[src/rtl/imem_loader.sv]
// Boot loader: assembles little-endian words from a host byte stream and writes them into
// instruction memory, holding the core in reset until loaded. Optional trailer check: LOADER_CHECKSUM_EN.
module imem_loader #(
    parameter int unsigned ADDR_W    = 8,
    parameter int unsigned MAX_WORDS = 256
) (
    input  logic              clk,
    input  logic              rst,
    input  logic              start,
    input  logic [ADDR_W:0]   word_count,
    input  logic [7:0]        s_data,
    input  logic              s_valid,
    output logic              s_ready,
    output logic              mem_we_re,
    output logic              mem_request,
    output logic [3:0]        mem_mask,
    output logic [ADDR_W-1:0] mem_address,
    output logic [31:0]       mem_data_in,
    input  logic              mem_valid,
    output logic              core_rst,
    output logic              busy,
    output logic              done,
    output logic              error
);

    localparam int unsigned CNT_W = ADDR_W + 1;

    typedef enum logic [2:0] {
        S_IDLE, S_COLLECT, S_WRITE, S_WAIT_ACK, S_DONE, S_CHECK
    } state_e;

    state_e              state_q, state_d;
    logic [CNT_W-1:0]    count_q, count_d;
    logic [ADDR_W-1:0]   idx_q, idx_d;
    logic [1:0]          bcnt_q, bcnt_d;
    logic [31:0]         word_q, word_d;
    logic                s_ready_q, s_ready_d;
    logic                mem_req_q, mem_req_d;
    logic [3:0]          mem_mask_q, mem_mask_d;
    logic [ADDR_W-1:0]   mem_addr_q, mem_addr_d;
    logic [31:0]         mem_data_q, mem_data_d;
    logic                core_rst_q, core_rst_d;
    logic                busy_q, busy_d;
    logic                done_q, done_d;
    logic                error_q, error_d;
`ifdef LOADER_CHECKSUM_EN
    logic [7:0]          csum_q, csum_d;
`endif

    logic start_ok;
    logic byte_acc;
    logic last_word;

    assign start_ok  = (word_count != '0) && (word_count <= CNT_W'(MAX_WORDS));
    assign byte_acc  = s_valid & s_ready_q;
    assign last_word = ({1'b0, idx_q} == (count_q - CNT_W'(1)));

    // Next-state and next-output logic; all outputs are registered from the _d values
    always_comb begin
        state_d    = state_q;
        count_d    = count_q;
        idx_d      = idx_q;
        bcnt_d     = bcnt_q;
        word_d     = word_q;
        mem_addr_d = mem_addr_q;
        mem_data_d = mem_data_q;
        core_rst_d = core_rst_q;
        busy_d     = busy_q;
        done_d     = done_q;
        error_d    = error_q;
`ifdef LOADER_CHECKSUM_EN
        csum_d     = csum_q;
`endif

        case (state_q)
            S_IDLE, S_DONE: begin
                if (start) begin
                    if (start_ok) begin
                        count_d    = word_count;
                        idx_d      = '0;
                        bcnt_d     = '0;
                        error_d    = 1'b0;
                        done_d     = 1'b0;
                        core_rst_d = 1'b1;
                        busy_d     = 1'b1;
`ifdef LOADER_CHECKSUM_EN
                        csum_d     = '0;
`endif
                        state_d    = S_COLLECT;
                    end else begin
                        error_d = 1'b1;
                    end
                end
            end
            S_COLLECT: begin
                if (byte_acc) begin
                    word_d[{bcnt_q, 3'b000} +: 8] = s_data;
                    bcnt_d = bcnt_q + 2'd1;
`ifdef LOADER_CHECKSUM_EN
                    csum_d = csum_q ^ s_data;
`endif
                    if (bcnt_q == 2'd3) begin
                        mem_addr_d = idx_q;
                        mem_data_d = word_d;
                        state_d    = S_WRITE;
                    end
                end
            end
            S_WRITE: begin
                state_d = S_WAIT_ACK;
            end
            S_WAIT_ACK: begin
                if (mem_valid) begin
                    if (last_word) begin
`ifdef LOADER_CHECKSUM_EN
                        state_d    = S_CHECK;
`else
                        state_d    = S_DONE;
                        busy_d     = 1'b0;
                        done_d     = 1'b1;
                        core_rst_d = 1'b0;
`endif
                    end else begin
                        idx_d   = idx_q + ADDR_W'(1);
                        state_d = S_COLLECT;
                    end
                end
            end
`ifdef LOADER_CHECKSUM_EN
            S_CHECK: begin
                if (byte_acc) begin
                    busy_d = 1'b0;
                    if (s_data == csum_q) begin
                        done_d     = 1'b1;
                        core_rst_d = 1'b0;
                        state_d    = S_DONE;
                    end else begin
                        error_d = 1'b1;
                        state_d = S_IDLE;
                    end
                end
            end
`endif
            default: state_d = S_IDLE;
        endcase

        s_ready_d  = (state_d == S_COLLECT) || (state_d == S_CHECK);
        mem_req_d  = (state_d == S_WRITE);
        mem_mask_d = (state_d == S_WRITE) ? 4'hF : 4'h0;
    end

    always_ff @(posedge clk or posedge rst) begin
        if (rst) begin
            state_q    <= S_IDLE;
            count_q    <= '0;
            idx_q      <= '0;
            bcnt_q     <= '0;
            word_q     <= '0;
            s_ready_q  <= 1'b0;
            mem_req_q  <= 1'b0;
            mem_mask_q <= '0;
            mem_addr_q <= '0;
            mem_data_q <= '0;
            core_rst_q <= 1'b1;
            busy_q     <= 1'b0;
            done_q     <= 1'b0;
            error_q    <= 1'b0;
`ifdef LOADER_CHECKSUM_EN
            csum_q     <= '0;
`endif
        end else begin
            state_q    <= state_d;
            count_q    <= count_d;
            idx_q      <= idx_d;
            bcnt_q     <= bcnt_d;
            word_q     <= word_d;
            s_ready_q  <= s_ready_d;
            mem_req_q  <= mem_req_d;
            mem_mask_q <= mem_mask_d;
            mem_addr_q <= mem_addr_d;
            mem_data_q <= mem_data_d;
            core_rst_q <= core_rst_d;
            busy_q     <= busy_d;
            done_q     <= done_d;
            error_q    <= error_d;
`ifdef LOADER_CHECKSUM_EN
            csum_q     <= csum_d;
`endif
        end
    end

    assign s_ready     = s_ready_q;
    assign mem_we_re   = mem_req_q;
    assign mem_request = mem_req_q;
    assign mem_mask    = mem_mask_q;
    assign mem_address = mem_addr_q;
    assign mem_data_in = mem_data_q;
    assign core_rst    = core_rst_q;
    assign busy        = busy_q;
    assign done        = done_q;
    assign error       = error_q;

endmodule

[config.mk]
export PLATFORM = sky130hd
export DESIGN_NAME = imem_loader
export DESIGN_NICKNAME = d
export VERILOG_FILES = /design/src/rtl/imem_loader.sv
export SDC_FILE = /design/constraint.sdc
export NUM_CORES = 1
export LEC_CHECK = 0
export CORE_MARGIN = 2
export CORE_UTILIZATION = 58
export DETAILED_ROUTE_END_ITERATION = 16
export PLACE_DENSITY = 0.95
export REMOVE_ABC_BUFFERS = 1
export SLEW_MARGIN = 40
export SYNTH_ARGS = -nofsm -noshare
export SYNTH_HDL_FRONTEND = slang
export SYNTH_SLANG_ARGS = --single-unit
[constraint.sdc]
create_clock -name clk -period 9.9 [get_ports clk]
set_input_delay 2.97 -clock clk [delete_from_list [all_inputs] [get_ports clk]]
set_output_delay 2.97 -clock clk [all_outputs]
set_load 0.01 [all_outputs]
[Word level (Yosys, flattened, before mapping)]
Index checks and enable logic that the tools add are counted.
Storage, ports and cells
  register bits after elaboration: 104
  latch bits: 0
  memory bits (writable): 0
  ROM bits: 0
  output and inout bits: 51
  logic and storage cells: 80
  memories kept: 0
Operators by class
  $add $sub $neg: 4
  multipliers: 0
  divide/modulo/power cells: 0
  $lt $le $gt $ge: 1
  equal/unequal tests: 15
  shift operators: 2
  muxes and demuxes: 29
  bitwise gates (word level): 1
  reduce and logical (&&, ||, !) cells: 14
Operators by type and width (number)
  $bwmux 32: 1
  $mux 8: 4
  $shift 8x7->32 const A: 1
  $shiftx 8x7->32: 1
  $mux 3: 6
  $pmux 8 s2: 1
  $ne 2x2->1 const B: 6
  $pmux 3 s4: 1
  $reduce_and 5->1: 2
  $eq 3x2->1 const B: 3
  $eq 8x9->1: 1
  $le 9x9->1 const B: 1
  $mux 1: 9
  $reduce_bool 9->1: 1
  $sub 9x1->9 const B: 1
  $add 8x1->8 const B: 1
  $neg 5->7: 1
  $eq 3x1->1 const B: 2
  $eq 3x3->1 const B: 2
  $mux 2: 3
  $reduce_and 3->1: 2
  $mux 4: 1
  $pmux 1 s2: 2
  $pmux 2 s2: 1
  other kinds (10): 12

[Longest topological paths before layout]
  depth in word-level cells: 7
  mapped depth: 10
  depth with buffers taken out: 9

[Worst setup path before layout]
Ideal clock, no wire load.
  path type: input to register
  start point: input word_count[1]
  end point: register count_q[8]
  library setup time: 134 ps
  data arrival time: 4314 ps
  path slack: 5452 ps
  cell stages on the path: 7
  path through: nor4_1 > nand2_1 > xor2_1 > and3_1 > clkbuf_1 > buf_1 > o21ai_0
On the way
  longest elaborated chain between the ends: 3
  elaborated cells on any way between the ends: 4
  those cells by class: order compare (1); reduce/logical (3)
RTL lines
  from (decl): RTL line 10  | input logic [ADDR_W:0] word_count,
  $le 9x9->1 / $reduce_bool 9->1 (equally long branches): RTL line 54  | assign start_ok = (word_count != '0) && (word_count <= CNT_W'(MAX_WORDS));
  $logic_and 1x1->1 *: RTL line 54
  $reduce_and 3->1 (no source line) *
  to (signal assigned): RTL line 173  | count_q <= count_d;
  to (decl): RTL line 33  | logic [CNT_W-1:0] count_q, count_d;
Every way passes the cells marked *; elsewhere a longest branch is shown, timed or not.
A chain may end at the register's enable or synchronous reset.

[Final worst setup path]
  start point: input word_count[1]
  end point: register idx_q[1]
On the way
  longest elaborated chain between the ends: 4
  elaborated cells on any way between the ends: 5
  those cells by class: order compare (1); eq/ne (1); reduce/logical (3)
RTL lines
  $le 9x9->1 / $reduce_bool 9->1 (equally long branches): RTL line 54
  $logic_and 1x1->1 *: RTL line 54
  $ne 2x2->1 (no source line) *
  $reduce_and 5->1 (no source line) *
  to (signal assigned): RTL line 174  | idx_q <= idx_d;
  to (decl): RTL line 34  | logic [ADDR_W-1:0] idx_q, idx_d;
Marked as above.

==> impl_summary.log <==
[metrics] Yosys top cell area share: between 50% and 60%
[metrics] post-detailed-placement half-perimeter wirelength: roughly 6.7 mm
[metrics] grt met2 use: about two fifths
[metrics] post-route ant nets: 0
[metrics] Clock transition at path regs: roughly 0.09 ns
[metrics] Post-synth EDFFs: 0
[metrics] final RePlAce weighted congestion: between 0.8 and 0.9
[metrics] RSZ-0062 raised after global routing: no
[metrics] number of warnings reported in the yosys synthesis log: 0
[metrics] number of placed instances with taps included: roughly 610
[metrics] worst slew margin relative to its limit: 48.5%
[metrics] Die ar.: 8730 um2
[metrics] post-layout power: ~1400 uW
[metrics] quantity of hold-fixing buffers added after cts: 0
[metrics] routed vias/inst: about 5.7
[metrics] largest cells by area after synthesis: sky130_fd_sc_hd__dfrtp_1 (53%), sky130_fd_sc_hd__nand2_1 (6.6%), sky130_fd_sc_hd__a22o_1 (6.0%), sky130_fd_sc_hd__o21ai_0 (4.7%), sky130_fd_sc_hd__nor2b_1 (4.6%)
[metrics] share of the yosys chip area belonging to registers: between 50% and 60%
[metrics] Remaining Overflow, GRT: 0
[metrics] met1 track demand over resource in global routing: between 30% and 40%
[metrics] max-slew violation count: 0
[metrics] number of H-tree levels: 3
[metrics] number of diodes: 0
[metrics] chip width: between 90 and 100 um
[metrics] DRC violations left: 0
[metrics] global-route wire length before repair: around 17 mm
[metrics] commonest register cell after synthesis: sky130_fd_sc_hd__dfrtp_1
[metrics] number of CTS-inserted buffers: 9
[metrics] fraction of layout cells with a size suffix above 1: between 6 and 7%
[metrics] CTS tree: done
[metrics] quantity of gates resized following cts: 0
[metrics] initial cell density of the core: about 60%
[metrics] Achievable Freq: slightly above 200 MHz
[metrics] number of register bits inferred by synthesis: 100
[metrics] routed vias: ~3,600
[metrics] IR Drop Worst-Case VDD: about 0.00014 V
[metrics] drt first pass iters: 4
[metrics] count of final setup violators: 0
[metrics] kind of end point of the critical path: flip-flop
[metrics] met3 track demand over resource: under 10%
[metrics] cell at the root of the clock tree: sky130_fd_sc_hd__clkbuf_8
[metrics] launch point of the worst hold path: mem_data_in[14]$_DFFE_PP0P_
[metrics] final non-filler cell total: 624
[metrics] final hold vios: 0
[metrics] worst reg2reg endpoint: busy$_DFFE_PP0P_
[metrics] Final Critical Period: 4.97 ns
[metrics] layout-stage area growth over the synthesis result: 19.6%
[metrics] worst min-delay path category: flip-flop to flip-flop
[metrics] data required time of the critical path: approximately 10 ns
[metrics] Startpoint Class: input pin
[metrics] row count: 32
[metrics] Post-CTS Setup Repair Bufs: 0
[metrics] outcome: finished clean
[metrics] cell area after technology mapping: around 4600 um2
[metrics] number of primary I/O pins: 73
[metrics] Min-Delay Path Depth: 2
[metrics] worst clock skew: about 0.0096 ns
[metrics] Critical R2R Launch: count_q[0]$_DFFE_PP0P_
[metrics] Worst Max-Slew Pin Slew: about 0.77 ns
[metrics] synthesized area divided by synthesized cell count: approximately 10 um2
[metrics] number of DRC violations after detailed-routing iteration 0: 288
[metrics] Die Height: slightly above 90 um
[metrics] Reg2Reg Depth: 9
[metrics] max-cap violation count: 0
[metrics] antenna violations before repair: 0
[metrics] end of the worst hold path: mem_data_in[14]$_DFFE_PP0P_
[metrics] busiest grt layer: met2
[metrics] number of instances in the synthesized netlist: between 400 and 500
[metrics] vias in the first global route: approximately 3,400
[metrics] Total Nets Final: 547
[metrics] highest net fanout along the worst path: 16
[metrics] GRT Resource Usage Total: between 20% and 30%
[metrics] source-to-sink clock delay at the later pin of the worst-skew pair: roughly 0.36 ns
[metrics] Core Util, Final: a little under three quarters
[metrics] data arrival time of the critical path: between 5 and 6 ns
[metrics] number of I/O port buffers: between 70 and 80
[metrics] largest net degree at the start of global routing: 80
[metrics] worst-case register-to-register setup slack: between 6 and 7 ns
[metrics] final worst setup slack: roughly 5 ns
[metrics] total length of routed wires: 9.92 mm
[metrics] proportion of synthesized flip-flops having asynchronous set or reset: 100%
[metrics] Clock Path Buffers: 2
[metrics] total leakage power: roughly 0.0025 uW
[metrics] pwr/cell area: 258 nW/um2
[metrics] Post-Route Setup TNS: 0 ns
[metrics] average detailed-routed wire length per instance: ~16 um
[metrics] pre-CTS setup slack: 4.58 ns
[metrics] Worst Setup Path Type: input pin to flip-flop
[metrics] distinct cell type count after synthesis: 44
[metrics] ratio of final minimum period to clock period: between 50 and 60%
[metrics] post-synth top area cell: sky130_fd_sc_hd__dfrtp_1
[metrics] area of the core: between 7000 and 8000 um2
[metrics] TritonCTS Sinks: 100
## through the flow
step           area, um2  hold WS [ns]
3_3_place_gp        5360         0.462
5_1_grt             5550         0.513
3_5_place_dp        5380         0.470
6_report            5550         0.482
2_1_floorplan       4500         0.458
4_1_cts             5550         0.490
## where the power goes
part	internal, uW	leakage [uW]	switching (uW)
Combinational	281	0.00110	273
Sequential	542	0.00135	105
Clock	97.7	0.0000824	134
Total	921	0.00253	512
## how the worst max path moves through the flow
stage / slack [ns] / cells past startpoint / to / start
final: 4.93 / 8 / idx_q[1]$_DFFE_PP0P_ / word_count[1]
after floorplan: 4.31 / 1 / bcnt_q[0]$_DFFE_PP0P_ / rst
after CTS: 4.90 / 8 / idx_q[1]$_DFFE_PP0P_ / word_count[1]
after global routing: 4.69 / 8 / idx_q[1]$_DFFE_PP0P_ / word_count[4]
after detailed placement: 4.58 / 8 / idx_q[1]$_DFFE_PP0P_ / word_count[1]
after global placement: 4.71 / 4 / mem_address[5]$_DFFE_PP0P_ / s_valid
## cells in the final DEF (no fill, tap or decap), drive strengths merged, types with 6 or more instances in the layout
master         instances
inv                   11
xor2                   6
mux2i                  6
a21oi                 39
dfrtp                 99
nor2                   6
nor2b                 34
mux2                   7
o21ai                 44
clkbuf                12
a22o                  32
ha                     8
clkdlybuf4s50         72
nand2                 82
## kinds of logic (layout without fill, tap and decap cells)
logic type | count (synthesis) | in the layout | share of synthesized area [%]
fa+ha+maj | 8 | 8 | 2.16
flops | 100 | 100 | 53.9
buf+inv | 45 | 102 | 4.12
mux | 13 | 13 | 2.99
compound gates | 128 | 128 | 17.2
xor+xnor | 9 | 9 | 1.70
simple gates | 162 | 162 | 17.9
## final cells by class
| type | count | area (um2) |
|---|---|---|
| Timing Repair Buffer | 74 | 739 |
| Sequential cell | 100 | 2500 |
| Inverter | 12 | 46.3 |
| Fill cell | 533 | 2180 |
| Clock inverter | 4 | 25.0 |
| Clock buffer | 12 | 145 |
| Tap cell | 102 | 128 |
| Multi-Input combinational cell | 320 | 1960 |
## per-layer routing
metal  vias up  wire length, um
met5         -                0
met4         0              184
met3        19              548
met2       129             4980
met1      1721             4210
li1       1709                -
## flip-flops by register name, summed over array words and instances, names as in the netlist
signal       count
mem_data_in     32
busy             1
word_q          32
s_ready          1
count_q          9
idx_q            8
state_q          3
done             1
mem_mask         1
error            1
core_rst         1
bcnt_q           2
mem_address      8
## cell usage after synthesis, types with 2 or more instances
cell	count
sky130_fd_sc_hd__mux2i_1	6
sky130_fd_sc_hd__mux2_2	7
sky130_fd_sc_hd__o21ai_0	44
sky130_fd_sc_hd__dfrtp_1	99
sky130_fd_sc_hd__nand2_1	82
sky130_fd_sc_hd__inv_1	12
sky130_fd_sc_hd__and3_1	4
sky130_fd_sc_hd__nor2b_1	34
sky130_fd_sc_hd__xor2_1	6
sky130_fd_sc_hd__nor3b_1	4
sky130_fd_sc_hd__nand4_1	4
sky130_fd_sc_hd__a21oi_1	39
sky130_fd_sc_hd__xnor2_1	3
sky130_fd_sc_hd__and2_1	4
sky130_fd_sc_hd__nand3_1	5
sky130_fd_sc_hd__buf_2	2
sky130_fd_sc_hd__buf_4	5
sky130_fd_sc_hd__a21o_1	3
sky130_fd_sc_hd__nor4_1	3
sky130_fd_sc_hd__o211ai_1	2
sky130_fd_sc_hd__nor2_1	6
sky130_fd_sc_hd__nand2b_1	4
sky130_fd_sc_hd__clkbuf_1	24
sky130_fd_sc_hd__a31o_2	2
sky130_fd_sc_hd__a22o_1	32
sky130_fd_sc_hd__ha_1	8
sky130_fd_sc_hd__nor3_1	4
## critical path: stages
cell and delay (ns):
sky130_fd_sc_hd__clkdlybuf4s50_1 0.43, sky130_fd_sc_hd__nor4_1 0.30, sky130_fd_sc_hd__nand2_1 0.10, sky130_fd_sc_hd__xor2_1 0.23, sky130_fd_sc_hd__nand3_1 0.49, sky130_fd_sc_hd__a31oi_1 0.36, sky130_fd_sc_hd__o21ai_0 0.11, sky130_fd_sc_hd__a31o_2 0.23
(Power assumes the default switching activity.)
